`src/rtl/sd4_mac_pkg.sv`:
```
// Shared defaults and helpers for the SD4 MAC / block-floating-point datapath.
package sd4_mac_pkg;

  localparam int LANES_DEF     = 9;
  localparam int MANT_W_DEF    = 5;
  localparam int EXP_W_DEF     = 5;
  localparam int FRAC_W_DEF    = 11;
  localparam int ACC_GUARD_DEF = 4;
  localparam int ALIGN_W_DEF   = MANT_W_DEF + FRAC_W_DEF;
  localparam int SUM_W_DEF     = ALIGN_W_DEF + $clog2(LANES_DEF);
  localparam int ACC_W_DEF     = SUM_W_DEF + ACC_GUARD_DEF;

  typedef enum logic {
    FRAME_IDLE = 1'b0,
    FRAME_BUSY = 1'b1
  } frame_e;

  // An arithmetic shift of a w-bit value by w-1 already gives 0 or -1,
  // so clamping the amount there implements the shift-out rule exactly.
  function automatic int unsigned sat_shamt(input int unsigned sh, input int unsigned w);
    return (sh >= w) ? (w - 1) : sh;
  endfunction

endpackage

```
`src/rtl/bfp_dot_accumulator_if.sv`:
```
// Beat-in / frame-out handshake bundle of the BFP dot accumulator.
interface bfp_dot_accumulator_if #(
  parameter int LANES     = sd4_mac_pkg::LANES_DEF,
  parameter int MANT_W    = sd4_mac_pkg::MANT_W_DEF,
  parameter int EXP_W     = sd4_mac_pkg::EXP_W_DEF,
  parameter int FRAC_W    = sd4_mac_pkg::FRAC_W_DEF,
  parameter int ACC_GUARD = sd4_mac_pkg::ACC_GUARD_DEF
);
  localparam int ACC_W = MANT_W + FRAC_W + $clog2(LANES) + ACC_GUARD;

  logic                      in_valid;
  logic                      in_ready;
  logic                      in_last;
  logic [LANES*MANT_W-1:0]   in_pp;
  logic [LANES*EXP_W-1:0]    in_exp;
  logic [EXP_W-1:0]          in_exp_bias;
  logic                      out_valid;
  logic                      out_ready;
  logic [ACC_W-1:0]          out_sum;
  logic [EXP_W:0]            out_exp;
  logic [7:0]                out_beats;

  modport master (
    output in_valid, in_last, in_pp, in_exp, in_exp_bias, out_ready,
    input  in_ready, out_valid, out_sum, out_exp, out_beats
  );

  modport slave (
    input  in_valid, in_last, in_pp, in_exp, in_exp_bias, out_ready,
    output in_ready, out_valid, out_sum, out_exp, out_beats
  );
endinterface

```
`src/rtl/bfp_lane_align.sv`:
```
// One lane: widen a signed partial product by FRAC_W fraction bits and
// arithmetically right-shift it onto the beat's common exponent.
module bfp_lane_align
  import sd4_mac_pkg::*;
#(
  parameter int MANT_W = MANT_W_DEF,
  parameter int EXP_W  = EXP_W_DEF,
  parameter int FRAC_W = FRAC_W_DEF
) (
  input  logic        [MANT_W-1:0]        pp,
  input  logic        [EXP_W-1:0]         shamt,
  output logic signed [MANT_W+FRAC_W-1:0] aligned
);
  localparam int ALIGN_W = MANT_W + FRAC_W;

  logic signed [ALIGN_W-1:0] base;

  assign base    = {pp, {FRAC_W{1'b0}}};
  assign aligned = base >>> sat_shamt(32'(shamt), ALIGN_W);
endmodule

```
`src/rtl/bfp_dot_accumulator.sv`:
```
// Three-stage align/sum pipeline followed by a block-floating-point frame
// accumulator; one beat per cycle, whole pipeline freezes on output stall.
module bfp_dot_accumulator
  import sd4_mac_pkg::*;
#(
  parameter int LANES     = LANES_DEF,
  parameter int MANT_W    = MANT_W_DEF,
  parameter int EXP_W     = EXP_W_DEF,
  parameter int FRAC_W    = FRAC_W_DEF,
  parameter int ACC_GUARD = ACC_GUARD_DEF
) (
  input  logic                 clk,
  input  logic                 rst,
  bfp_dot_accumulator_if.slave bus
);
  localparam int ALIGN_W = MANT_W + FRAC_W;
  localparam int LOG_L   = $clog2(LANES);
  localparam int SUM_W   = ALIGN_W + LOG_L;
  localparam int ACC_W   = SUM_W + ACC_GUARD;

  logic stall, accept, out_valid_q;
  assign stall        = out_valid_q & ~bus.out_ready;
  assign bus.in_ready = ~stall;
  assign accept       = bus.in_valid & ~stall;

  // S1
  logic                    v1, last1;
  logic [EXP_W-1:0]        bias1;
  logic [LANES*MANT_W-1:0] pp1;
  logic [LANES*EXP_W-1:0]  exp1;

  always_ff @(posedge clk or posedge rst) begin
    if (rst) begin
      v1 <= 1'b0; last1 <= 1'b0; bias1 <= '0; pp1 <= '0; exp1 <= '0;
    end else if (!stall) begin
      v1 <= accept; last1 <= bus.in_last; bias1 <= bus.in_exp_bias;
      pp1 <= bus.in_pp; exp1 <= bus.in_exp;
    end
  end

  // S2: max exponent tree, per-lane alignment
  logic        [EXP_W-1:0]   exp_lane [LANES];
  logic signed [ALIGN_W-1:0] aligned  [LANES];
  logic        [EXP_W-1:0]   emax;

  for (genvar l = 0; l <= LOG_L; l++) begin : g_max
    logic [EXP_W-1:0] node [2**(LOG_L-l)];
    for (genvar n = 0; n < 2**(LOG_L-l); n++) begin : g_n
      if (l == 0) begin : g_leaf
        if (n < LANES) begin : g_in
          assign node[n] = exp_lane[n];
        end else begin : g_pad
          assign node[n] = '0;
        end
      end else begin : g_cmp
        assign node[n] = (g_max[l-1].node[2*n] > g_max[l-1].node[2*n+1]) ?
                         g_max[l-1].node[2*n] : g_max[l-1].node[2*n+1];
      end
    end
  end
  assign emax = g_max[LOG_L].node[0];

  for (genvar i = 0; i < LANES; i++) begin : g_lane
    assign exp_lane[i] = exp1[(LANES-1-i)*EXP_W +: EXP_W];
    bfp_lane_align #(.MANT_W(MANT_W), .EXP_W(EXP_W), .FRAC_W(FRAC_W)) u_align (
      .pp      (pp1[(LANES-1-i)*MANT_W +: MANT_W]),
      .shamt   (emax - exp_lane[i]),
      .aligned (aligned[i])
    );
  end

  logic                      v2, last2;
  logic        [EXP_W-1:0]   bias2, emax2;
  logic signed [ALIGN_W-1:0] aligned2 [LANES];

  always_ff @(posedge clk or posedge rst) begin
    if (rst) begin
      v2 <= 1'b0; last2 <= 1'b0; bias2 <= '0; emax2 <= '0;
      for (int unsigned i = 0; i < LANES; i++) aligned2[i] <= '0;
    end else if (!stall) begin
      v2 <= v1; last2 <= last1; bias2 <= bias1; emax2 <= emax;
      for (int unsigned i = 0; i < LANES; i++) aligned2[i] <= aligned[i];
    end
  end

  // S3: signed adder tree, padded to a power of two with zero leaves
  logic signed [SUM_W-1:0] sum;

  for (genvar l = 0; l <= LOG_L; l++) begin : g_add
    logic signed [SUM_W-1:0] node [2**(LOG_L-l)];
    for (genvar n = 0; n < 2**(LOG_L-l); n++) begin : g_n
      if (l == 0) begin : g_leaf
        if (n < LANES) begin : g_in
          assign node[n] = {{(SUM_W-ALIGN_W){aligned2[n][ALIGN_W-1]}}, aligned2[n]};
        end else begin : g_pad
          assign node[n] = '0;
        end
      end else begin : g_sum
        assign node[n] = g_add[l-1].node[2*n] + g_add[l-1].node[2*n+1];
      end
    end
  end
  assign sum = g_add[LOG_L].node[0];

  logic                    v3, last3;
  logic [EXP_W-1:0]        bias3, emax3;
  logic signed [SUM_W-1:0] sum3;

  always_ff @(posedge clk or posedge rst) begin
    if (rst) begin
      v3 <= 1'b0; last3 <= 1'b0; bias3 <= '0; emax3 <= '0; sum3 <= '0;
    end else if (!stall) begin
      v3 <= v2; last3 <= last2; bias3 <= bias2; emax3 <= emax2; sum3 <= sum;
    end
  end

  // S4: BFP accumulator; the smaller-exponent operand is the one shifted
  frame_e                  acc_phase;
  logic signed [ACC_W-1:0] acc, acc_new, sum_ext;
  logic [EXP_W-1:0]        acc_exp, acc_exp_new;
  logic [7:0]              cnt, cnt_new;
  logic [ACC_W-1:0]        out_sum_q;
  logic [EXP_W:0]          out_exp_q;
  logic [7:0]              out_beats_q;

  assign sum_ext = {{ACC_GUARD{sum3[SUM_W-1]}}, sum3};

  always_comb begin
    acc_new     = sum_ext;
    acc_exp_new = emax3;
    cnt_new     = 8'd1;
    if (acc_phase == FRAME_BUSY) begin
      cnt_new = (cnt == 8'hFF) ? 8'hFF : cnt + 8'd1;
      if (emax3 > acc_exp) begin
        acc_new = (acc >>> sat_shamt(32'(emax3 - acc_exp), ACC_W)) + sum_ext;
      end else begin
        acc_new     = acc + (sum_ext >>> sat_shamt(32'(acc_exp - emax3), ACC_W));
        acc_exp_new = acc_exp;
      end
    end
  end

  always_ff @(posedge clk or posedge rst) begin
    if (rst) begin
      acc <= '0; acc_exp <= '0; cnt <= '0; acc_phase <= FRAME_IDLE;
      out_valid_q <= 1'b0; out_sum_q <= '0; out_exp_q <= '0; out_beats_q <= '0;
    end else if (!stall) begin
      if (v3) begin
        acc       <= acc_new;
        acc_exp   <= acc_exp_new;
        cnt       <= cnt_new;
        acc_phase <= last3 ? FRAME_IDLE : FRAME_BUSY;
      end
      out_valid_q <= v3 & last3;
      if (v3 && last3) begin
        out_sum_q   <= acc_new;
        out_exp_q   <= {1'b0, acc_exp_new} + {1'b0, bias3};
        out_beats_q <= cnt_new;
      end
    end
  end

  assign bus.out_valid = out_valid_q;
  assign bus.out_sum   = out_sum_q;
  assign bus.out_exp   = out_exp_q;
  assign bus.out_beats = out_beats_q;
endmodule

```
`src/flat_wrapper.sv`:
```
// flat-port wrapper written by rule: the top's interface ports become plain ports
module bfp_dot_accumulator_flat import sd4_mac_pkg::*;
#(
  parameter int LANES     = LANES_DEF,
  parameter int MANT_W    = MANT_W_DEF,
  parameter int EXP_W     = EXP_W_DEF,
  parameter int FRAC_W    = FRAC_W_DEF,
  parameter int ACC_GUARD = ACC_GUARD_DEF
)
  (clk, rst, bus_in_valid, bus_in_last, bus_in_pp, bus_in_exp, bus_in_exp_bias, bus_out_ready, bus_in_ready, bus_out_valid, bus_out_sum, bus_out_exp, bus_out_beats);
  bfp_dot_accumulator_if #(.LANES(LANES), .MANT_W(MANT_W), .EXP_W(EXP_W), .FRAC_W(FRAC_W), .ACC_GUARD(ACC_GUARD)) bus_i ();
  input  logic clk;
  input  logic rst;
  input wire logic [$bits(bus_i.in_valid)-1:0] bus_in_valid;
  input wire logic [$bits(bus_i.in_last)-1:0] bus_in_last;
  input wire logic [$bits(bus_i.in_pp)-1:0] bus_in_pp;
  input wire logic [$bits(bus_i.in_exp)-1:0] bus_in_exp;
  input wire logic [$bits(bus_i.in_exp_bias)-1:0] bus_in_exp_bias;
  input wire logic [$bits(bus_i.out_ready)-1:0] bus_out_ready;
  output wire logic [$bits(bus_i.in_ready)-1:0] bus_in_ready;
  output wire logic [$bits(bus_i.out_valid)-1:0] bus_out_valid;
  output wire logic [$bits(bus_i.out_sum)-1:0] bus_out_sum;
  output wire logic [$bits(bus_i.out_exp)-1:0] bus_out_exp;
  output wire logic [$bits(bus_i.out_beats)-1:0] bus_out_beats;
  assign bus_i.in_valid = bus_in_valid;
  assign bus_i.in_last = bus_in_last;
  assign bus_i.in_pp = bus_in_pp;
  assign bus_i.in_exp = bus_in_exp;
  assign bus_i.in_exp_bias = bus_in_exp_bias;
  assign bus_i.out_ready = bus_out_ready;
  assign bus_in_ready = bus_i.in_ready;
  assign bus_out_valid = bus_i.out_valid;
  assign bus_out_sum = bus_i.out_sum;
  assign bus_out_exp = bus_i.out_exp;
  assign bus_out_beats = bus_i.out_beats;
  bfp_dot_accumulator #(.LANES(LANES), .MANT_W(MANT_W), .EXP_W(EXP_W), .FRAC_W(FRAC_W), .ACC_GUARD(ACC_GUARD)) u_core (.clk(clk), .rst(rst), .bus(bus_i));
endmodule
```
`config.mk`:
```
export PLATFORM = sky130hd
export DESIGN_NAME = bfp_dot_accumulator_flat
export DESIGN_NICKNAME = d
export VERILOG_FILES = /design/src/rtl/sd4_mac_pkg.sv /design/src/rtl/bfp_dot_accumulator_if.sv /design/src/rtl/bfp_lane_align.sv /design/src/rtl/bfp_dot_accumulator.sv /design/src/flat_wrapper.sv
export SDC_FILE = /design/constraint.sdc
export NUM_CORES = 2
export LEC_CHECK = 0
export CAP_MARGIN = 15
export CORE_MARGIN = 2
export CORE_UTILIZATION = 60
export DETAILED_ROUTE_END_ITERATION = 7
export GPL_TIMING_DRIVEN = 1
export HOLD_SLACK_MARGIN = 0.1
export PLACE_DENSITY_LB_ADDON = 0.2
export SETUP_SLACK_MARGIN = 0.2
export SLEW_MARGIN = 20
export SYNTH_ARGS = -nofsm -noshare
export SYNTH_HDL_FRONTEND = slang
export SYNTH_SLANG_ARGS = --single-unit
```
`constraint.sdc`:
```
create_clock -name clk -period 17.3 [get_ports clk]
set_input_delay 4.325 -clock clk [delete_from_list [all_inputs] [get_ports clk]]
set_output_delay 4.325 -clock clk [all_outputs]
set_load 0.02 [all_outputs]
```
Word level (Yosys, flattened, before mapping)
Cells that the tools add are included.
{ "word_totals": {"output_inout_bits": 40, "reg_bits": 362, "elab_cells": 126, "in_bits": 100} }
{ "classes": {"add_sub_neg": 23, "reduce_logical": 3, "magnitude_cmp": 23, "eq_ne": 1, "n_mux": 29, "bitwise_logic": 5, "shift": 11} }
{ "op_table": {"columns": ["cell", "count"], "rows": [
  [">>> shifter 16 x 5 -> 16 bit", 9],
  ["two-way mux 5 bit", 22],
  ["adder 16 x 16 -> 17 bit", 4],
  [">= comparator 32 x 5 -> 1 bit (second input constant)", 2],
  ["two-way mux 32 bit", 2],
  ["adder 20 bit", 3],
  ["two-way mux 24 bit", 2],
  [">= comparator 5 bit (second input constant)", 9],
  ["> comparator 5 bit", 9],
  ["subtractor 5 bit", 9],
  [">>> shifter 20 x 32 -> 24 bit", 1],
  [">>> shifter 24 x 32 -> 24 bit", 1],
  ["adder 24 x 20 -> 24 bit", 1],
  ["adder 24 bit", 1],
  ["adder 20 x 16 -> 20 bit", 1],
  ["two-way mux 8 bit", 2],
  ["> comparator 5 x 1 -> 1 bit (second input constant)", 3],
  ["subtractor 5 x 5 -> 6 bit", 2],
  ["adder 8 x 1 -> 8 bit (second input constant)", 1],
  ["equality test 8 bit (second input constant)", 1],
  ["adder 5 x 5 -> 6 bit", 1],
  ["AND reduction 2 bit", 2],
  ["bitwise AND 1 bit", 3],
  ["NOT 1 bit", 2],
  ["other kinds (2)", 2]
]} }

Logic depth before layout (Yosys ltp)
{ "logic_depth": {"word_depth": 12, "mapped_depth": 44, "mapped_depth_nobuf": 41} }

Cells and area by module
A second synthesis with hierarchy kept.
{ "unflattened": {"hier_cells": 3541, "hier_area_um2": 29569.6} }
{ "by_module_without_submodules": {"columns": ["mod", "cells_per_inst", "area_each_um2", "n_inst", "seq_area_each_um2"], "rows": [
  ["bfp_dot_accumulator", 2875, 25031.5, 1, 9058.7],
  ["bfp_lane_align", 74, 504.2, 9, 0.0]
]} }

Least setup slack after synthesis
OpenSTA, ideal clock, no wires.
{ "synth_timing": {"kind": "input port to output port", "from": "input port bus_out_ready", "to": "output port bus_in_ready", "required_ns": 12.975, "path_slack_ns": 7.358, "arrival_time_ns": 5.617, "n_path_buf": 4, "path_stages": 6, "cell_sequence": "nor2b_1 clkbuf_1 clkinv_1 clkbuf_1 clkbuf_1 buf_1"} }
{ "synth_between": {"elab_chain_len": 3} }
{ "synth_lines": {"columns": ["element", "line", "text"], "rows": [
  ["from (decl)", "flat_wrapper.sv:19", "input wire logic [$bits(bus_i.out_ready)-1:0] bus_out_ready;"],
  ["NOT 1 bit", "bfp_dot_accumulator.sv:22", "assign stall = out_valid_q & ~bus.out_ready;"],
  ["bitwise AND 1 bit", "bfp_dot_accumulator.sv:22", null],
  ["NOT 1 bit", "bfp_dot_accumulator.sv:23", "assign bus.in_ready = ~stall;"],
  ["to (decl)", "flat_wrapper.sv:20", "output wire logic [$bits(bus_i.in_ready)-1:0] bus_in_ready;"]
]} }
Every way passes these cells.

Worst setup path in the final report
{ "layout_timing": {"from": "register u_core.exp1[36]", "to": "register u_core.aligned2[110] (netlist name)"} }
{ "layout_between": {"elab_chain_len": 12} }
{ "layout_lines": {"columns": ["element", "line", "text"], "rows": [
  ["from (decl)", "bfp_dot_accumulator.sv:30", "logic [LANES*EXP_W-1:0] exp1;"],
  ["from (signal assigned)", "bfp_dot_accumulator.sv:37", "pp1 <= bus.in_pp; exp1 <= bus.in_exp;"],
  ["> comparator 5 bit", "bfp_dot_accumulator.sv:56", "assign node[n] = (g_max[l-1].node[2*n] > g_max[l-1].node[2*n+1]) ?"],
  ["two-way mux 5 bit (*)", "bfp_dot_accumulator.sv:56", null],
  ["> comparator 5 bit", "bfp_dot_accumulator.sv:56", null],
  ["two-way mux 5 bit (*)", "bfp_dot_accumulator.sv:56", null],
  ["> comparator 5 bit", "bfp_dot_accumulator.sv:56", null],
  ["two-way mux 5 bit (*)", "bfp_dot_accumulator.sv:56", null],
  ["> comparator 5 bit", "bfp_dot_accumulator.sv:56", null],
  ["two-way mux 5 bit (*)", "bfp_dot_accumulator.sv:56", null],
  ["named net u_core.emax[2]", "bfp_dot_accumulator.sv:44", "logic [EXP_W-1:0] emax;"],
  ["subtractor 5 bit (*)", "bfp_dot_accumulator.sv:67", ".shamt (emax - exp_lane[i]),"],
  [">= comparator 5 bit", "sd4_mac_pkg.sv:21", "return (sh >= w) ? (w - 1) : sh;"],
  ["two-way mux 5 bit (*)", "sd4_mac_pkg.sv:21", null],
  [">>> shifter 16 x 5 -> 16 bit (*)", "bfp_lane_align.sv:19", "assign aligned = base >>> sat_shamt(32'(shamt), ALIGN_W);"],
  ["to (decl)", "bfp_dot_accumulator.sv:74", "logic signed [ALIGN_W-1:0] aligned2 [LANES];"]
]} }
Mark *: on every way through the listed nets, which the timed path passes. The rest lies on a longest branch.
A chain may end at the register's enable or synchronous reset.

==> load_flow_metrics.sql <==
INSERT INTO impl_metrics (metric_group, metric, value, unit) VALUES
('die', 'rows', '82', ''),
('cts', 'num_cts_buffers', '44', ''),
('critical_path', 'critPathMaxStageDelay', '800', 'ps'),
('die', 'floorplan.die_area', '0.0529', 'mm²'),
('critical_path', 'worst_ep_arrival_time', '11760', 'ps'),
('cells_and_area', 'n_antenna_cell', '0', ''),
('die', 'num_io_pins', '140', ''),
('cells_and_area', 'layout.nets', '4109', ''),
('yosys', 'post_synth.cell_area_avg', '8.32', 'µm²'),
('cts', 'postCtsResizedCells', '0', ''),
('sta', 'setup-violations-final', '0', ''),
('critical_path', 'cp_data_required_time', '17740', 'ps'),
('cells_and_area', 'synthToLayoutAreaGrowth', '10.8', '%'),
('min_path', 'whs_endpoint', 'u_core.bias1[1]', ''),
('yosys', 'synthDistinctLibCells', '91', ''),
('min_path', 'timing.hold.worst.start', 'u_core.bias1[1]', ''),
('yosys', 'postSynthRegisterBits', '362', ''),
('die', 'floorplan.core_area', '0.0503', 'mm²'),
('critical_path', 'timing.reg2reg.setup_slack', '5970', 'ps'),
('grt', 'global_route.overflow_total', '0', ''),
('cells_and_area', 'sequential_cell_area_in_the_final_layout', '0.00906', 'mm²'),
('cts', 'cts_root_buf', 'sky130_fd_sc_hd__clkbuf_16', ''),
('sta', 'number_of_pins_exceeding_their_max_slew_limit_in_the_final_report', '0', ''),
('critical_path', 'regToRegStartpoint', 'u_core.exp1[36]', ''),
('detailed_routing', 'dr_wl_met3', '5820', 'µm'),
('cts', 'cts-root-to-sink-buffers', '3', ''),
('run_status', 'status', 'finished clean', ''),
('grt', 'total_global_route_track_usage', '0.372', ''),
('critical_path', 'reg2regPathDepth', '39', ''),
('yosys', 'synth.top_cell.area_share', '0.296', ''),
('yosys', 'synthMuxAreaShare', '0.0662', ''),
('sta', 'timing.fmax', '88.3', 'MHz'),
('cts', 'htreeDepth', '2', ''),
('sta', 'tightest_slew', '1130', 'ps'),
('detailed_routing', 'met2WireLength', '46800', 'µm'),
('yosys', 'yosys.cell_count.top_type', 'sky130_fd_sc_hd__nand2_1', ''),
('cts', 'tritoncts', 'yes', ''),
('grt', 'grt_first_pass_wirelength', '156000', 'µm'),
('yosys', 'ys.flop_type', 'sky130_fd_sc_hd__dfrtp_1', ''),
('placement', 'finalWeightedCongestion', '0.985', ''),
('detailed_routing', 'drt_iter0_drc', '2437', ''),
('yosys', 'post_synth_xor_area_fraction', '0.0480', ''),
('detailed_routing', 'via_count', '28640', ''),
('placement', 'io_buffers', '139', ''),
('yosys', 'asyncSetResetFlopFracSynth', '1.00', ''),
('cts', 'post_cts_setup_driven_buffer_insertion_count', '0', ''),
('yosys', 'post_synthesis_adder_cell_area_fraction', '0.137', ''),
('yosys', 'synth.cells.most_frequent', 'sky130_fd_sc_hd__nand2_1 (589), sky130_fd_sc_hd__dfrtp_1 (362), sky130_fd_sc_hd__o21ai_0 (285)', ''),
('min_path', 'hold_path_depth', '2', ''),
('yosys', 'synth_compound_gate_area_share', '0.219', ''),
('sta', 'clock_skew', '30.0', 'ps'),
('critical_path', 'timing.critical_path.fanout_max', '14', ''),
('yosys', 'netlist_instances', '3685', ''),
('cells_and_area', 'multi_input_comb_area', '0.0202', 'mm²'),
('critical_path', 'critical-path-top-cell-by-count', 'sky130_fd_sc_hd__ha_1', ''),
('min_path', 'hp-class', 'flip-flop to flip-flop', ''),
('die', 'start_util', '0.610', ''),
('cells_and_area', 'post_route_cells_drive_above_1_share', '0.0499', ''),
('yosys', 'synth.area.top_cells', 'sky130_fd_sc_hd__dfrtp_1 (30%), sky130_fd_sc_hd__ha_1 (9.1%), sky130_fd_sc_hd__nand2_1 (7.2%)', ''),
('yosys', 'post-synth-top-area-cell', 'sky130_fd_sc_hd__dfrtp_1', ''),
('yosys', 'yosys_warnings', '0', ''),
('detailed_routing', 'first_pass_iters', '8', ''),
('detailed_routing', 'drt-met1-wl', '39000', 'µm'),
('detailed_routing', 'routedWlPerCell', '22.2', 'µm'),
('sta', 'maxSlewHeadroom', '0.247', ''),
('critical_path', 'criticalPathCategory', 'flip-flop to flip-flop', ''),
('grt', 'largest_net_degree_at_the_start_of_global_routing', '229', ''),
('yosys', 'synth-simple-area-share', '0.186', ''),
('grt', 'antenna_found_initial', '0', ''),
('yosys', 'synthesis.nets', '4078', ''),
('cts', 'numClockSinks', '362', '');
[worst max-delay path: cells and delay by family (launching register included)]
| family | cells | cell delay (ps) |
|---|---|---|
| and+or+nand+nor | 14 | 3110 |
| adders and majority gates | 5 | 1580 |
| DFF | 1 | 400 |
| muxes | 2 | 750 |
| AOI/OAI and AO/OA | 14 | 4250 |
| buffers and inverters | 3 | 250 |
| xor gates and xnor gates | 1 | 800 |
[metal layers]
layer	vias up	global-route usage
met2	1206	0.630
met5	-	0
met3	312	0.0427
met4	0	0.227
li1	13309	-
met1	13813	0.456
[cells in the final DEF (no fill, tap or decap), types with 71 or more instances in the layout]
cell type | netlist | routed
sky130_fd_sc_hd__o21ai_0 | 285 | 284
sky130_fd_sc_hd__xnor2_1 | 107 | 107
sky130_fd_sc_hd__nor2_1 | 243 | 243
sky130_fd_sc_hd__fa_1 | 71 | 71
sky130_fd_sc_hd__dfrtp_1 | 362 | 362
sky130_fd_sc_hd__nand2_1 | 589 | 588
sky130_fd_sc_hd__a21oi_1 | 240 | 240
sky130_fd_sc_hd__ha_1 | 222 | 222
sky130_fd_sc_hd__inv_1 | 187 | 186
sky130_fd_sc_hd__clkdlybuf4s50_1 | 0 | 139
sky130_fd_sc_hd__nand3_1 | 95 | 95
sky130_fd_sc_hd__mux2i_1 | 151 | 150
[logic make-up (layout without fill, tap and decap cells)]
group           count (synthesis)  in the layout
simple gates                 1259           1259
fa+ha+maj                     293            293
flops                         362            362
mux                           192            192
compound gates               1038           1038
xor+xnor                      165            165
buf+inv                       376            442
[cell type report]
type,count,area share
multi-input combinational,2947,0.594
sequential,362,0.267
timing repair buffer,171,0.0494
clock buffer,56,0.0349
tap,672,0.0248
inverter,190,0.0214
clock inverter,25,0.00917
[worst max path at each step]
| stage | endpoint | slack (ps) | depth (start not counted) |
|---|---|---|---|
| finish | u_core.aligned2[110] | 5970 | 39 |
| detailed placement | u_core.aligned2[110] | 6440 | 39 |
| global placement | u_core.aligned2[110] | 6800 | 39 |
| global route | u_core.aligned2[110] | 5310 | 40 |
| CTS | u_core.aligned2[110] | 6320 | 39 |
| floorplan | u_core.acc[0] | 2930 | 1 |
[per-stage QoR]
stage | worst slack [ps] | instance area [µm²] | cells | hold slack (ps)
final | 5970 | 34000 | 4423 | 470
after global routing | 5310 | 34000 | 4423 | 486
after CTS | 6320 | 33900 | 4422 | 470
after detailed placement | 6440 | 32400 | 4341 | 455
after global placement | 6800 | 32400 | 4341 | 449
after floorplan | 2930 | 30600 | 3685 | 439
[flip-flops by register name, summed over array words and instances (netlist names), 5 cells and up]
signal,cells
u_core.bias3,5
u_core.acc,24
u_core.bus.out_sum,24
u_core.sum3,20
u_core.pp1,45
u_core.bus.out_beats,8
u_core.bias1,5
u_core.exp1,45
u_core.bus.out_exp,6
u_core.aligned2,144
u_core.acc_exp,5
u_core.emax3,5
u_core.emax2,5
u_core.bias2,5
u_core.cnt,8
Power is left out: the tool's default activity adds up to more than one toggle a clock period on the data nets, which glitch-free logic cannot reach.
